===== src/rtl/out_port_ctrl.sv =====
// Output-port controller: one-shot hex load on port 3, ACK-handshaked LSB-first serial byte on port 4.
// Optional ACK watchdog enabled by defining OUT_TIMEOUT_EN (parameter TO_CYCLES sets its limit).
module out_port_ctrl #(
    parameter int TO_CYCLES = 255
) (
    input  logic       CLK,
    input  logic       CLR,
    input  logic [7:0] WBUS,
    input  logic       OUT_req,
    input  logic       PORT_sel,
    input  logic       ACK,
    output logic       Lo3,
    output logic [7:0] P3_DATA,
    output logic       READY,
    output logic       SER_OUT,
    output logic       SER_VALID,
    output logic       BUSY,
    output logic       TIMEOUT
);

    typedef enum logic [1:0] {
        IDLE,
        LOAD3,
        WAIT_ACK,
        SHIFT
    } state_t;

    state_t     state;
    state_t     state_next;
    logic [7:0] data_reg;
    logic [7:0] p3_reg;
    logic [2:0] count;
    logic       accept;
    logic       to_hit;

    assign accept = (state == IDLE) && OUT_req;

`ifdef OUT_TIMEOUT_EN
    localparam int TW = (TO_CYCLES < 2) ? 1 : $clog2(TO_CYCLES + 1);

    logic [TW-1:0] to_cnt;
    logic          timeout_reg;

    // to_cnt counts completed WAIT_ACK cycles; the terminal edge is the TO_CYCLES-th one
    assign to_hit = (state == WAIT_ACK) && (to_cnt == TW'(TO_CYCLES - 1));

    always_ff @(posedge CLK or negedge CLR) begin
        if (!CLR) begin
            to_cnt      <= '0;
            timeout_reg <= 1'b0;
        end else begin
            if (state == WAIT_ACK) begin
                to_cnt <= to_cnt + TW'(1);
            end else begin
                to_cnt <= '0;
            end
            if (accept) begin
                timeout_reg <= 1'b0;
            end else if (to_hit && !ACK) begin
                timeout_reg <= 1'b1;
            end
        end
    end

    assign TIMEOUT = timeout_reg;
`else
    localparam int unused_to_cycles = TO_CYCLES;

    assign to_hit  = 1'b0;
    assign TIMEOUT = 1'b0;
`endif

    always_ff @(posedge CLK or negedge CLR) begin
        if (!CLR) begin
            state <= IDLE;
        end else begin
            state <= state_next;
        end
    end

    // Capture happens only on an accepted request; port 3 keeps its own copy so it
    // holds across later port-4 traffic.
    always_ff @(posedge CLK or negedge CLR) begin
        if (!CLR) begin
            data_reg <= 8'h00;
            p3_reg   <= 8'h00;
            count    <= 3'd0;
        end else begin
            if (accept) begin
                data_reg <= WBUS;
                if (!PORT_sel) begin
                    p3_reg <= WBUS;
                end
            end
            if (state == SHIFT) begin
                count <= count + 3'd1;
            end else begin
                count <= 3'd0;
            end
        end
    end

    always_comb begin
        state_next = state;
        Lo3        = 1'b0;
        READY      = 1'b0;
        SER_OUT    = 1'b1;
        SER_VALID  = 1'b0;
        BUSY       = (state != IDLE);
        case (state)
            IDLE: begin
                if (OUT_req) begin
                    state_next = PORT_sel ? WAIT_ACK : LOAD3;
                end
            end
            LOAD3: begin
                Lo3        = 1'b1;
                state_next = IDLE;
            end
            WAIT_ACK: begin
                READY = 1'b1;
                // ACK takes priority over the watchdog on the terminal edge
                if (ACK) begin
                    state_next = SHIFT;
                end else if (to_hit) begin
                    state_next = IDLE;
                end
            end
            SHIFT: begin
                SER_VALID = 1'b1;
                SER_OUT   = data_reg[count];
                if (count == 3'd7) begin
                    state_next = IDLE;
                end
            end
            default: state_next = IDLE;
        endcase
    end

    assign P3_DATA = p3_reg;

endmodule


===== config.mk =====
export PLATFORM = sky130hd
export DESIGN_NAME = out_port_ctrl
export DESIGN_NICKNAME = d
export VERILOG_FILES = /design/src/rtl/out_port_ctrl.sv
export SDC_FILE = /design/constraint.sdc
export NUM_CORES = 1
export LEC_CHECK = 0
export CORE_MARGIN = 5
export CORE_UTILIZATION = 46
export CTS_CLUSTER_SIZE = 28
export DETAILED_ROUTE_END_ITERATION = 16
export HOLD_SLACK_MARGIN = 0.08
export PLACE_DENSITY = 0.74
export SYNTH_ARGS = -nofsm -noshare
export SYNTH_HDL_FRONTEND = slang
export SYNTH_SLANG_ARGS = --single-unit
export TNS_END_PERCENT = 100

===== constraint.sdc =====
create_clock -name CLK -period 2.05 [get_ports CLK]
set_input_delay 0.3075 -clock CLK [delete_from_list [all_inputs] [get_ports CLK]]
set_output_delay 0.3075 -clock CLK [all_outputs]
set_load 0.01 [all_outputs]

-- Word level (Yosys, flattened, before mapping)
Index checks and enable logic that the tools add are counted.
- register bits: 21
- word-level logic and storage cells: 31
- $add $sub $neg: 1
- $lt $le $gt $ge: 1
- equality and inequality tests: 7
- muxes and demuxes: 12
- bitwise gates (word level): 1
- reduce and logical (&&, ||, !) cells: 5
- operator list (operator ; count):
    2-bit 2-to-1 mux ; 4
    2-bit one-hot mux with 4 select lines ; 1
    1-bit 2-to-1 mux ; 5
    2-bit equality test (second input constant) ; 2
    3-bit by 4-bit < comparator with 1-bit output (second input constant) ; 1
    2-bit != test (second input constant) ; 2
    3-bit by 1-bit adder with 3-bit output (second input constant) ; 1
    1-bit binary-select mux with 3-bit select ; 1
    3-bit equality test (second input constant) ; 1
    3-bit 2-to-1 mux ; 1
    3-bit AND reduction ; 1
    2-bit by 1-bit equality test with 1-bit output (second input constant) ; 1
    2-bit logical NOT ; 1
    2-bit by 1-bit != test with 1-bit output (second input constant) ; 1
    2-bit AND reduction ; 1
    2-bit nonzero test ; 1
    1-bit logical AND ; 1
    1-bit inverter ; 1

-- Longest topological paths before layout
Gate-level depths: netlist of run 1.
- word-level depth: 3
- mapped depth: 5
- depth with buffers taken out: 4

-- Least setup slack after synthesis of run 1
No wires, ideal clock.
- kind: register to register
- start: reg state[1]
- end: reg p3_reg[0] (netlist: P3_DATA[0])
- setup time: 125 ps
- arrival: 1438 ps
- required time: 1925 ps
- path slack: 487 ps
- stages on the path, launching flop included: 6
- path through: dfrtp_1 -> buf_6 -> or2_1 -> buf_6 -> nor3_4 -> mux2_2
- longest elaborated chain between the ends: 3
- ends and longest elaborated chain (element ; line ; source):
    start, declared ; 28 ; state_t state;
    start signal, assigned ; 77 ; state <= state_next;
    2-bit logical NOT ; 36 ; assign accept = (state == IDLE) && OUT_req;
    1-bit logical AND ; 36 ;
    2-bit AND reduction (no source line) ; -- ;
    end signal, assigned ; 86 ; p3_reg <= 8'h00;
    end signal, assigned ; 92 ; p3_reg <= WBUS;
    end, declared ; 31 ; logic [7:0] p3_reg;
No other way between the ends.
A chain may end at the register's enable or synchronous reset.

-- Final worst setup path of run 1
- start: reg state[0]
- end: out BUSY
- longest elaborated chain between the ends: 1
- ends and longest elaborated chain (element ; line ; source):
    2-bit nonzero test ; 109 ; BUSY = (state != IDLE);
    end, declared ; 17 ; output logic BUSY,
No other way between the ends.

==> qor.csv, run 1 <==
metric;value;unit
grt_pass1_vias;658;
rows;16;
yosysSeqAreaShare;55.4;%
netlist_area;948;sq um
synth_cells;67;
fill_cells;172;
preCtsSetupSlack;0.0676;ns
path_clk_slew;0.11;ns
grt_pass1_wl;3160;um
vdd_drop_max;0.000713;V
start_kind;flip-flop;
groute.usage.overall;12.7;%
status;finished clean;
nets;109;
cp_slowest_cell;clkdlybuf4s50_1;
cts_tree;done;
slew_violations;0;
io_buffer_count;25;
vias;594;
synth_edf_count;0;
clk_latency;0.30;ns
pwr_density_cell;1350;nW/um^2
arrival;1.60;ns
clock_sinks;21;
fmax;525;MHz
routedWlPerCell;14.4;um
crit_chain;or2_1, clkdlybuf4s50_1;
r2r-start;state[0];
critical_path_required;1.74;ns
power.leakage;0.535;nW
core;1960;sq um
cts_max_level;1;
crit_type;reg -> out;
drcViolationCount;0;
clockBufferDepth;2;
highest_layer;met4;
synth_cell_types;24;
drive_gt1_share;32.3;%
dpl.hpwl;1330;um
cp-startpoint;state[0];
period_needed;1.91;ns
drt-initial-drc-count;8;
ctsRootBufferMaster;clkbuf_4;
routed_wl;1720;um
end_kind;primary output;
grt.overflow.total;0;
avgSynthCellArea;14.2;sq um
cp_max_fo;9;
fin_crit_sh;93.0;%
p_total;0.00166;W
antenna_found_initial;0;
vias_per_cell;4.95;
synth_ff_type;dfrtp_1;
ant_nets;0;
antenna_cells;0;
routabilityCongestion;0.738;
routedLengthMet1;749;um
start_util;48.3;%
die_h;55.4;um
io_pins;27;
setup_tns;0;ns
finalSetupViolCount;0;
final_area;1230;sq um
placed_area;1210;sq um
synthesis.nets;82;
met2_length;859;um
max_stage_delay;0.50;ns
dr_wl_met3;92;um
worst_slack;0.144;ns
grt_max_degree;22;
finalHoldViolations;0;
clock_skew;0.00522;ns
ys.warnings.count;0;
rsz0062_at_grt;false;
numCtsBuffers;3;
final_core_util;62.7;%
maxCapViolCount;0;
area_growth;29.7;%
die_w;55.4;um
synth_async_sr_flop_share;100;%
first_pass_iters;3;
min_path_type;in -> async;
synth-seq-cells;21;
dieArea;3070;sq um
## stage by stage
step	hold WS (ns)	instances
5_1_grt	0.340	120
6_report	0.325	120
4_1_cts	0.329	120
2_1_floorplan	0.0119	67
3_5_place_dp	0.496	116
3_3_place_gp	0.487	116
## area by class of cell
class | count | area, sq um | area share (%)
clock buffers | 4 | 26.3 | 2.14
inverters | 2 | 7.51 | 0.610
multi-input cells | 40 | 382 | 31.0
flip-flops and latches | 21 | 528 | 42.9
well taps | 27 | 33.8 | 2.75
repair buffers | 26 | 253 | 20.5
## synthesized netlist by cell type (all sizes together), types with 2 or more instances
master	instances	area share, %
and3	2	1.6
inv	2	0.79
nor2	2	1.1
mux2i	4	4.2
mux2	16	19
dfrtp	21	55
a21oi	2	1.1
ha	2	2.6
buf	3	3.2
## per-layer routing
| metal | global-route usage (%) | vias to the layer above |
|---|---|---|
| met5 | 0 | - |
| met4 | 4.17 | 0 |
| met3 | 3.96 | 2 |
| met2 | 20.8 | 16 |
| met1 | 15.8 | 290 |
| li1 | - | 286 |
## power breakdown
group / switching (W) / internal [W] / total (W)
Combinational: 0.000247 / 0.000460 / 0.000707
Clock: 0.000120 / 0.0000759 / 0.000196
Sequential: 0.000142 / 0.000611 / 0.000753
Total: 0.000510 / 0.00115 / 0.00166
## critical path: cells and delay by family (launching register included)
family | cells | cell delay (ns)
buffers and inverters | 1 | 0.50
DFF | 1 | 0.47
and+or+nand+nor | 1 | 0.32
## worst paths after layout
| kind | endpoint | cells past startpoint | slack, ns |
|---|---|---|---|
| max | BUSY | 2 | 0.14 |
| min | P3_DATA[6] | 2 | 0.32 |
| max reg2reg | P3_DATA[3] | 3 | 0.39 |
| min reg2reg | count[0] | 1 | 0.51 |
| max in group asynchronous | state[1] | 2 | 1.50 |
| min in group CLK | count[0] | 1 | 0.51 |
## cells by family (layout without fill, tap and decap cells)
logic type	count (synthesis)	in the layout	synth area share (%)
other	1	1	0.395
flip-flops	21	21	55.4
buffers and inverters	6	32	4.35
multiplexers	21	21	25.6
AO/OA/AOI/OAI	4	4	2.24
AND/OR/NAND/NOR	12	12	9.37
adder cells (fa/ha/maj)	2	2	2.64
## placed cells by master, fill, tap and decap left out, drive strengths merged
master and n:
clkdlybuf4s50 24, dfrtp 21, mux2 16, clkbuf 5
mux2i 4, inv 2, and3 2, a21oi 2
ha 2, nor2 2, or2 1, and2b 1
and2 1, nor2b 1, mux4 1, nand2 1
nor3 1, nor3b 1, nand3b 1, o21ai 1
o22ai 1, conb 1, buf 1
## timing repair
item	in CTS	in global routing
setup endpoints to repair	1	2
buffers inserted	0	0
hold buffers	0	0
gates resized for setup	2	3
hold endpoints to repair	0	0
No activity file was read; power rests on OpenSTA's default activity.
==> run 2: changes to the inputs <==
- SKIP_LAST_GASP: default -> 1
==> results of run 2 <==
Final layout, timing and power as in run 1 (identical DEF).
==> run 3: changes to the inputs <==
- CELL_PAD_IN_SITES_DETAIL_PLACEMENT: default -> 1
- CELL_PAD_IN_SITES_GLOBAL_PLACEMENT: default -> 1
- CORE_UTILIZATION: 46 -> 36
- PLACE_DENSITY: 0.74 -> 0.72
==> qor.csv, run 3 (synthesis results as in run 1) <==
metric;value;unit
clockBufferDepth;2;
cp_max_fo;10;
routabilityCongestion;0.769;
ant_nets;0;
cts_setup_buffers;0;
arrival;1.63;ns
final_cell_mix;clkdlybuf4s50_1 (24), dfrtp_1 (20), mux2_2 (16);
slew_violations;0;
grt_max_degree;22;
start_kind;flip-flop;
routed_wl;1990;um
area_growth;32.2;%
drcViolationCount;0;
numCtsBuffers;3;
end_kind;primary output;
final_core_util;50.2;%
fill_cells;267;
drive_gt1_share;33.0;%
status;finished clean;
dieArea;3760;sq um
rsz0062_at_grt;false;
nets;110;
crit_type;reg -> out;
layout.area.seq;527;sq um
clk_latency;0.30;ns
setup_tns;0;ns
drt-initial-drc-count;18;
vdd_drop_max;0.000720;V
intPower;0.00114;W
io_buffer_count;25;
die_w;61.3;um
preCtsSetupSlack;0.0463;ns
rows;18;
maxCapViolCount;0;
first_pass_iters;2;
antenna_cells;0;
finalHoldViolations;0;
p_clk_share;11.8;%
routedWlPerCell;16.0;um
start_util;37.9;%
critical_path_required;1.74;ns
min_path_type;in -> async;
p_sw_share;31.6;%
clock_skew;0.00133;ns
vias_per_cell;4.85;
groute.usage.overall;12.1;%
pwr_density_cell;1330;nW/um^2
seq_power_share;45.5;%
multiInputGateArea;382;sq um
cts_max_level;1;
cts_hold_buf;0;
finalSetupViolCount;0;
clock_sinks;21;
grt_pass1_vias;693;
power.leakage;0.546;nW
fmax;517;MHz
cts_tree;done;
grt.overflow.total;0;
worst_slack;0.117;ns
p_comb_share;42.7;%
antenna_found_initial;0;
final_common_cell;clkdlybuf4s50_1;
path_clk_slew;0.12;ns
dpl.hpwl;1490;um
grt_pass1_wl;3310;um
die_h;61.3;um
io_pins;27;
core;2500;sq um
period_needed;1.93;ns
fin_crit_sh;94.3;%
power_switching;0.000529;W
vias;601;
ctsRootBufferMaster;clkbuf_4;
run 3: path summary, 6_finish.rpt:
path,slack [ns],depth (start not counted),startpoint,end
worst max-delay path,0.12,2,state[1],BUSY
worst max register to register,0.36,3,state[0],data_reg[4]
max in group asynchronous,1.47,2,CLR,count[1]
min in group CLK,0.52,1,count[0],count[0]
worst min register to register,0.52,1,count[0],count[0]
worst min-delay path,0.34,2,CLR,P3_DATA[0]
run 3: power by group through the flow:
stage / sequential [W] / clock, W / combinational, W
detailed placement: 0.000775 / 0 / 0.000749
finish: 0.000762 / 0.000197 / 0.000715
CTS: 0.000768 / 0.000211 / 0.000742
global route: 0.000796 / 0.000229 / 0.000784
floorplan: 0.000742 / 0 / 0.000412
global placement: 0.000757 / 0 / 0.000722
run 3: worst max-delay path: stages (launching register included):
cell	delay, ns
dfrtp_1	0.51
or2_1	0.24
clkdlybuf4s50_1	0.58
run 3: through the flow:
stage	hold slack [ns]	instance area, sq um	cells	total power [W]
final	0.344	1250	124	0.00167
after detailed placement	0.500	1230	120	0.00152
after CTS	0.343	1260	124	0.00172
after floorplan	0.0119	948	67	0.00115
after global placement	0.487	1230	120	0.00148
after global routing	0.356	1250	124	0.00181
run 3: layout make-up:
| cell class | count | share of cell area [%] |
|---|---|---|
| Timing Repair Buffer | 27 | 21.8 |
| Sequential cell | 21 | 42.0 |
| Multi-Input combinational cell | 40 | 30.4 |
| Clock inverter | 1 | 0.399 |
| Tap cell | 30 | 2.99 |
| Clock buffer | 3 | 1.80 |
| Inverter | 2 | 0.599 |
run 3: metal layers:
metal,wire length (um),global-route usage (%)
met1,840,14.6
met2,1040,21.9
met3,105,2.52
met4,0,2.79
met5,0,0
run 3: repair_timing:
action	CTS	global route
endpoints found under the hold margin	0	0
setup endpoints to repair	1	1
gates resized for setup	3	1
